`config.mk`:
```
export PLATFORM = sky130hd
export DESIGN_NAME = stopwatch_control_flat
export DESIGN_NICKNAME = d
export VERILOG_FILES = /design/src/rtl/stopwatch_control_if.sv /design/src/rtl/stopwatch_control.sv /design/src/flat_wrapper.sv
export SDC_FILE = /design/constraint.sdc
export NUM_CORES = 1
export LEC_CHECK = 0
export BUFFER_PORTS_ARGS = -buffer_cell sky130_fd_sc_hd__buf_2
export CORE_MARGIN = 1.5
export CORE_UTILIZATION = 53
export DETAILED_ROUTE_END_ITERATION = 10
export PLACE_DENSITY = 0.76
export SYNTH_ARGS = -nofsm -noshare
export SYNTH_HDL_FRONTEND = slang
export SYNTH_SLANG_ARGS = --single-unit
```
`constraint.sdc`:
```
create_clock -name clock -period 2.02 [get_ports clock]
set_input_delay 0.303 -clock clock [delete_from_list [all_inputs] [get_ports clock]]
set_output_delay 0.303 -clock clock [all_outputs]
set_load 0.02 [all_outputs]
```
`src/rtl/stopwatch_control_if.sv`:
```
// Button-side and display-side signals of the stopwatch controller.
// The controller uses the slave modport; the stimulus side uses master.
interface stopwatch_control_if;
  logic       start_stop;
  logic       clear;
  logic       lap;
  logic       running;
  logic       overflow;
  logic       tick;
  logic [7:0] disp_min;
  logic [7:0] disp_sec;
  logic [7:0] disp_cs;

  modport master (
    output start_stop, clear, lap,
    input  running, overflow, tick, disp_min, disp_sec, disp_cs
  );

  modport slave (
    input  start_stop, clear, lap,
    output running, overflow, tick, disp_min, disp_sec, disp_cs
  );
endinterface

```
`src/rtl/stopwatch_control.sv`:
```
// Stopwatch sequencer: start/stop/clear FSM, 1/100 s prescaler, BCD mm:ss.cc count.
// Define LAP_HOLD_EN to build the lap hold that freezes disp_* while counting continues.
module stopwatch_control #(
  parameter int unsigned TICK_DIVISOR = 500000
) (
  input  logic               clock,
  input  logic               reset_n,
  stopwatch_control_if.slave sw
);
  typedef enum logic [1:0] {ST_IDLE, ST_RUN, ST_PAUSE, ST_OVF} state_t;

  localparam logic [23:0] PRESC_LAST = 24'(TICK_DIVISOR - 1);
  // Per-digit top values, packed {min_t, min_u, sec_t, sec_u, cs_t, cs_u}.
  localparam logic [23:0] COUNT_MAX  = 24'h595999;

  state_t      state_q, state_d;
  logic [23:0] presc_q, presc_d;
  logic [23:0] count_q, count_d;
  logic [23:0] disp_q, disp_d;
  logic        running_q;
  logic        overflow_q;
  logic        tick_q;
  logic        tick_now;
  logic        clear_acc;
  logic [23:0] count_inc;
  logic [6:0]  carry;

  // Ripple carry through the six BCD digits; carry[6] means the count is at 59:59.99.
  assign carry[0] = 1'b1;
  for (genvar gi = 0; gi < 6; gi++) begin : g_digit
    logic [3:0] digit;
    logic       at_top;
    assign digit       = count_q[gi*4 +: 4];
    assign at_top      = (digit == COUNT_MAX[gi*4 +: 4]);
    assign carry[gi+1] = carry[gi] & at_top;
    assign count_inc[gi*4 +: 4] = !carry[gi] ? digit :
                                  (at_top ? 4'd0 : digit + 4'd1);
  end

  assign tick_now  = (state_q == ST_RUN) && (presc_q == PRESC_LAST);
  assign clear_acc = sw.clear && ((state_q == ST_PAUSE) || (state_q == ST_OVF));

  always_comb begin
    state_d = state_q;
    presc_d = presc_q;
    count_d = count_q;
    case (state_q)
      ST_IDLE: begin
        if (sw.start_stop) state_d = ST_RUN;
      end
      ST_RUN: begin
        presc_d = tick_now ? 24'd0 : presc_q + 24'd1;
        // The tick is applied first; saturation outranks a coincident start_stop.
        if (tick_now && carry[6]) begin
          state_d = ST_OVF;
        end else begin
          if (tick_now) count_d = count_inc;
          if (sw.start_stop) state_d = ST_PAUSE;
        end
      end
      ST_PAUSE: begin
        if (!sw.clear && sw.start_stop) state_d = ST_RUN;
      end
      default: begin
      end
    endcase
    if (clear_acc) begin
      state_d = ST_IDLE;
      presc_d = 24'd0;
      count_d = 24'd0;
    end
  end

`ifdef LAP_HOLD_EN
  logic hold_q, hold_d;
  logic capture;

  always_comb begin
    hold_d  = hold_q;
    capture = 1'b0;
    if (clear_acc) begin
      hold_d = 1'b0;
    end else if (sw.lap) begin
      if (hold_q && ((state_q == ST_RUN) || (state_q == ST_PAUSE))) begin
        hold_d = 1'b0;
      end else if (!hold_q && (state_q == ST_RUN)) begin
        hold_d  = 1'b1;
        capture = 1'b1;
      end
    end
    // Capture takes count_q, i.e. the value before any tick on this edge.
    if (capture)     disp_d = count_q;
    else if (hold_d) disp_d = disp_q;
    else             disp_d = count_d;
  end
`else
  logic unused_lap;
  assign unused_lap = sw.lap;
  assign disp_d     = count_d;
`endif

  always_ff @(posedge clock or negedge reset_n) begin
    if (!reset_n) begin
      state_q    <= ST_IDLE;
      presc_q    <= 24'd0;
      count_q    <= 24'd0;
      disp_q     <= 24'd0;
      running_q  <= 1'b0;
      overflow_q <= 1'b0;
      tick_q     <= 1'b0;
`ifdef LAP_HOLD_EN
      hold_q     <= 1'b0;
`endif
    end else begin
      state_q    <= state_d;
      presc_q    <= presc_d;
      count_q    <= count_d;
      disp_q     <= disp_d;
      running_q  <= (state_d == ST_RUN);
      overflow_q <= (state_d == ST_OVF);
      tick_q     <= tick_now;
`ifdef LAP_HOLD_EN
      hold_q     <= hold_d;
`endif
    end
  end

  assign sw.running  = running_q;
  assign sw.overflow = overflow_q;
  assign sw.tick     = tick_q;
  assign sw.disp_min = disp_q[23:16];
  assign sw.disp_sec = disp_q[15:8];
  assign sw.disp_cs  = disp_q[7:0];
endmodule

```
`src/flat_wrapper.sv`:
```
// flat-port wrapper written by rule: the top's interface ports become plain ports
module stopwatch_control_flat 
#(
  parameter int unsigned TICK_DIVISOR = 500000
)
  (clock, reset_n, sw_start_stop, sw_clear, sw_lap, sw_running, sw_overflow, sw_tick, sw_disp_min, sw_disp_sec, sw_disp_cs);
  stopwatch_control_if sw_i ();
  input  logic clock;
  input  logic reset_n;
  input wire logic [$bits(sw_i.start_stop)-1:0] sw_start_stop;
  input wire logic [$bits(sw_i.clear)-1:0] sw_clear;
  input wire logic [$bits(sw_i.lap)-1:0] sw_lap;
  output wire logic [$bits(sw_i.running)-1:0] sw_running;
  output wire logic [$bits(sw_i.overflow)-1:0] sw_overflow;
  output wire logic [$bits(sw_i.tick)-1:0] sw_tick;
  output wire logic [$bits(sw_i.disp_min)-1:0] sw_disp_min;
  output wire logic [$bits(sw_i.disp_sec)-1:0] sw_disp_sec;
  output wire logic [$bits(sw_i.disp_cs)-1:0] sw_disp_cs;
  assign sw_i.start_stop = sw_start_stop;
  assign sw_i.clear = sw_clear;
  assign sw_i.lap = sw_lap;
  assign sw_running = sw_i.running;
  assign sw_overflow = sw_i.overflow;
  assign sw_tick = sw_i.tick;
  assign sw_disp_min = sw_i.disp_min;
  assign sw_disp_sec = sw_i.disp_sec;
  assign sw_disp_cs = sw_i.disp_cs;
  stopwatch_control #(.TICK_DIVISOR(TICK_DIVISOR)) u_core (.clock(clock), .reset_n(reset_n), .sw(sw_i));
endmodule
```
=== After elaboration in Yosys (flattened, before gate mapping) ===
Index checks and enable logic that the tools add are counted.

* Flip-flop bits (word level): 53
* Output and inout port bits: 27
* Logic and storage cells: 80

* Add/sub/neg operators: 7
* Equality and inequality tests: 13
* Mux-type cells: 24
* Bitwise operators: 5
* Reductions and logical operators: 20

{| class="wikitable"
|+ Operator list
! kind !! number
|-
| two-way mux 24 bit || 7
|-
| two-way mux 4 bit || 11
|-
| adder 24 x 1 -> 24 bit (second input constant) || 1
|-
| adder 4 x 1 -> 4 bit (second input constant) || 6
|-
| equality test 24 x 19 -> 1 bit (second input constant) || 1
|-
| AND reduction 4 bit || 5
|-
| equality test 4 bit (second input constant) || 4
|-
| nonzero test 2 bit || 7
|-
| two-way mux 2 bit || 5
|-
| equality test 4 x 3 -> 1 bit (second input constant) || 2
|-
| equality test 2 bit (second input constant) || 3
|-
| one-hot mux 2 bit (3 select lines) || 1
|-
| bitwise AND 1 bit || 5
|-
| equality test 2 x 1 -> 1 bit (second input constant) || 2
|-
| logical AND 1 bit || 4
|-
| AND reduction 3 bit || 1
|-
| logical NOT 2 bit || 1
|-
| != test 2 x 1 -> 1 bit (second input constant) || 1
|-
| logical NOT 1 bit || 1
|-
| logical OR 1 bit || 1
|}

=== Longest topological paths before layout ===
* Depth in word-level cells: 11
* Depth in mapped cells: 9

=== Least setup slack after synthesis ===
No wires, ideal clock.

* Path kind: register to register
* Start: register u_core.count_q[17]
* End: register u_core.count_q[5]
* Library setup time: 132 ps
* Data arrival time: 2032 ps
* Required time: 1888 ps
* Path slack: -144 ps
* Stages on the path, launching flop included: 8
* Cells stage by stage: dfrtp_1 -> nor4bb_1 -> nand4_1 -> or4_1 -> clkbuf_1 -> nand4_1 -> mux2i_1 -> nor2_1

* Word-level cells in the longest chain between the ends: 6

{| class="wikitable"
|+ RTL lines
! item !! RTL line !! RTL
|-
| start, declared || stopwatch_control.sv:18 || <nowiki>logic [23:0] count_q, count_d;</nowiki>
|-
| start signal, assigned || stopwatch_control.sv:117 || <nowiki>count_q <= count_d;</nowiki>
|-
| equality test 4 bit || stopwatch_control.sv:34 || <nowiki>assign at_top = (digit == COUNT_MAX[gi*4 +: 4]);</nowiki>
|-
| bitwise AND 1 bit (2 in series) || stopwatch_control.sv:35 || <nowiki>assign carry[gi+1] = carry[gi] & at_top;</nowiki>
|-
| logical AND 1 bit || stopwatch_control.sv:54 || <nowiki>if (tick_now && carry[6]) begin</nowiki>
|-
| != test 2 x 1 -> 1 bit (no line) || - ||
|-
| AND reduction 4 bit (no line) || - ||
|}

No other way between the ends.
A chain may end at the register's enable or synchronous reset.

=== Worst setup path after layout ===
* Start: register u_core.presc_q[5]
* End: register u_core.count_q[7]

* Word-level cells in the longest chain between the ends: 5

{| class="wikitable"
|+ RTL lines
! item !! RTL line !! RTL
|-
| start, declared || stopwatch_control.sv:17 || <nowiki>logic [23:0] presc_q, presc_d;</nowiki>
|-
| start signal, assigned || stopwatch_control.sv:116 || <nowiki>presc_q <= presc_d;</nowiki>
|-
| equality test 24 x 19 -> 1 bit * || stopwatch_control.sv:40 || <nowiki>assign tick_now = (state_q == ST_RUN) && (presc_q == PRESC_LAST);</nowiki>
|-
| logical AND 1 bit * || stopwatch_control.sv:40 ||
|-
| logical AND 1 bit || stopwatch_control.sv:54 ||
|-
| != test 2 x 1 -> 1 bit (no line) || - ||
|-
| AND reduction 4 bit (no line) * || - ||
|}

Mark *: on every way between the ends. The rest lies on a longest branch, timed or not.

==> impl_results.md <==
* Clock power share at 27.4%
* Cell family with most CP delay: simple AND/OR/NAND/NOR gates
* Final-report max-slew violation count at 0
* DRT iter0 DRCs at 198
* Number of remaining DRC errors at 0
* Area grow syn2layout at 44.1%
* DR vias/cell at 5.85
* Fin Setup TNS at -0.555 ns
* Worst Setup Path Type: flop to flop
* Crit-path slowest cell: dfrtp_2
* Switching part of the total at 31.0%
* Die Y at 77.8 um
* CTS max path bufs at 2
* Share of the synthesized area in the top cell type at 44.7%
* Most Used Layer, Global Route: met2
* Final net count at 449
* Routed Antenna Nets at 0
* Final count of hold timing violations at 0
* Ys flop type: dfrtp_1
* CTS tree: done
* Synth warn at 0
* Max-cap violations at 0
* RSZ-0062 raised after global routing: yes
* Clock sinks at 53
* Tmin final at 2.15 ns
* Die area at 6060 um2
* Setup crit start kind: flop
* Gate power share at 28.7%
* Critical path depth at 6
* Wire length per cell at 16.4 um
* Routed WL at 8450 um
* Die width at 77.8 um
* Max FO, Critical Path at 6
* Fmax at 465 MHz
* Core area at 5440 um2
* Final Non-Filler Cells at 516
* Routing usage on met2 at 46.3%
* Syn Std Cell Area at 2970 um2
* Met3 usage at 4.71%
* Inst Count DP at 492
* Top post-synthesis cells by area: dfrtp_1 (45%), nand2_1 (4.4%), nor2_1 (4.3%), xor2_1 (4.1%), o21ai_0 (3.9%)
* M1 GR Usage at 31.5%
* Sequential Area at 1340 um2
* Sequential power share at 44.0%
* Layout cell share with drive strength beyond 1 at 41.4%
* Area of the multi-input gates at 1770 um2
* Post-route cell area at 4270 um2
* First-pass GRT wire length at 12500 um
* Total gr overflow at 0
* CP peak stage delay at 0.46 ns
* I/O pin cnt at 32
* Vias in the first global route at 2785
* ANT cells at 0
* Leakage at 2.02 nW
* Final Setup Violations at 12
* Initial core utilization at 54.5%
* Hold Crit Class: input port to flop
* EDFF count, synth at 0
* Final Power at 2.76 mW
* Status: complete, but fails checks
* Worst slew margin at 63.6%
* Hold path start: sw_start_stop
* CTS root buf: clkbuf_8
* Mean Syn Cell Area at 9.36 um2
* WP data required at 2.23 ns
* CTS Buf Count at 5
* #FFs+latches synth at 53
* Clk_skew at 0.0138 ns
* Failing checks: setup timing
* Distinct cell type count after synthesis at 50
* Crit end category: flop
* CP startpoint: u_core.presc_q[5]$_DFFE_PN0P_
* Clk Latency, worst-skew pair at 0.32 ns
* Row count at 27
* DP Wirelength at 5430 um
* R2r startpoint: u_core.presc_q[5]$_DFFE_PN0P_
* WP data arrival at 2.37 ns
* Top cell type by total area after synthesis: dfrtp_1
* Crit-path cells: nor4_4, nand4_4, or3_4, a2111oi_4, xnor2_1, nor2_1
* H-tree levels at 2
* Seq/Total Area, Yosys at 44.7%
* Critical path buffer and inverter count at 0
* R2R depth at 6
* Clock slew at reported path FFs at 0.10 ns
* Most common cell in the netlist: dfrtp_1
* DRT Pass-1 Iters at 4
* Slew @ Worst Pin at 0.546 ns
* Setup ws final at -0.131 ns
* Port bufs at 30
* Initial antenna violation count at 0
* Pre-CTS setup slack at -0.0944 ns
* Synth top cells by count: dfrtp_1 (53), nand2_1 (35), nor2_1 (34), o21ai_0 (23), nand3_1 (18)
* Syn_nets at 323
* Mapped Cells at 317
* Vias at 3020
* Net switching power figure at 853 uW
* Total track usage at 26.2%
* Fin crit share at 107%
* Async S/R FF share, synth at 100%
* Maximum VDD drop at 0.692 mV
* Hold path depth at 2
* Cell Int Power at 1.90 mW
* Largest net degree at the start of global routing at 25
* Post-DP Area at 3820 um2
* PD cells at 645 nW/um2
* Fillcell total at 344
* Gpl congestion at 0.873
[routing by layer]
layer  vias to the layer above  share of wire (%)
li1                       1400                  -
met1                      1461                 39
met2                       133                 53
met3                        26                5.2
met4                         0                2.7
met5                         -                  0
[flip-flops by register name, summed over array words and instances (netlist names)]
signal	flops
u_core.sw.running	1
u_core.sw.tick	1
u_core.count_q	24
u_core.sw.overflow	1
u_core.state_q	2
u_core.presc_q	24
[area by class of cell]
type | count | area share (%)
inverter | 8 | 0.703
timing repair buffer | 127 | 21.9
clock buffer | 7 | 2.02
tap | 72 | 2.11
sequential | 53 | 31.3
clock inverter | 1 | 0.703
multi-input combinational | 248 | 41.3
[final timing paths]
path / end / slack [ns]
min in group asynchronous: u_core.count_q[0]$_DFFE_PN0P_ / 0.49
max: u_core.count_q[7]$_DFFE_PN0P_ / -0.13
max reg2reg: u_core.count_q[7]$_DFFE_PN0P_ / -0.13
max in group asynchronous: u_core.presc_q[13]$_DFFE_PN0P_ / 0.89
min: u_core.sw.running$_DFF_PN0_ / 0.24
min reg2reg: u_core.count_q[22]$_DFFE_PN0P_ / 0.58
[logic make-up (layout without fill, tap and decap cells)]
kind of cell	after synthesis	count (layout)	synth area share [%]
flops	53	53	44.7
fa+ha+maj	1	1	0.422
buf+inv	16	143	2.07
compound gates	57	57	11.9
mux	3	3	1.01
simple gates	160	160	32.0
xor+xnor	27	27	7.97
[what timing repair did]
item,4_1_cts,5_1_grt
cloned,0,1
pin swaps,10,29
setup endpoints to repair,25,47
gates resized for setup,8,51
hold buffers,1,0
hold endpoints to repair,22,0
setup buffers,4,10
[stage by stage]
stage          hold slack [ns]  util [%]
3_5_place_dp             0.313      70.2
3_3_place_gp             0.313      70.2
4_1_cts                  0.197      73.8
2_1_floorplan          0.00741         -
6_report                 0.241      78.6
5_1_grt                  0.245      78.6
[layout by cell type (no fill, tap or decap), types with 12 or more instances in the layout]
cell,netlist,final
buf_4,0,82
xor2_1,14,14
buf_6,0,12
nor2_1,34,32
nand2_1,35,34
o21ai_1,3,12
nand4_1,13,13
nand3_1,18,16
dfrtp_1,53,45
xnor2_1,13,13
buf_2,1,31
[power groups by stage]
stage          Sequential [mW]  Combinational (mW)  Clock [mW]
6_report                  1.21               0.790       0.755
5_1_grt                   1.22               0.865       0.810
4_1_cts                   1.21               0.709       0.762
3_5_place_dp              1.23               0.699           0
3_3_place_gp              1.22               0.683           0
2_1_floorplan             1.29               0.315           0
[worst reg2reg max path: stages, from the launching register on]
cell       delay (ns)
dfrtp_2          0.46
nor4_4           0.35
nand4_4          0.22
or3_4            0.46
a2111oi_4        0.33
xnor2_1          0.18
nor2_1           0.06
Power figures use the tool's default switching activity.
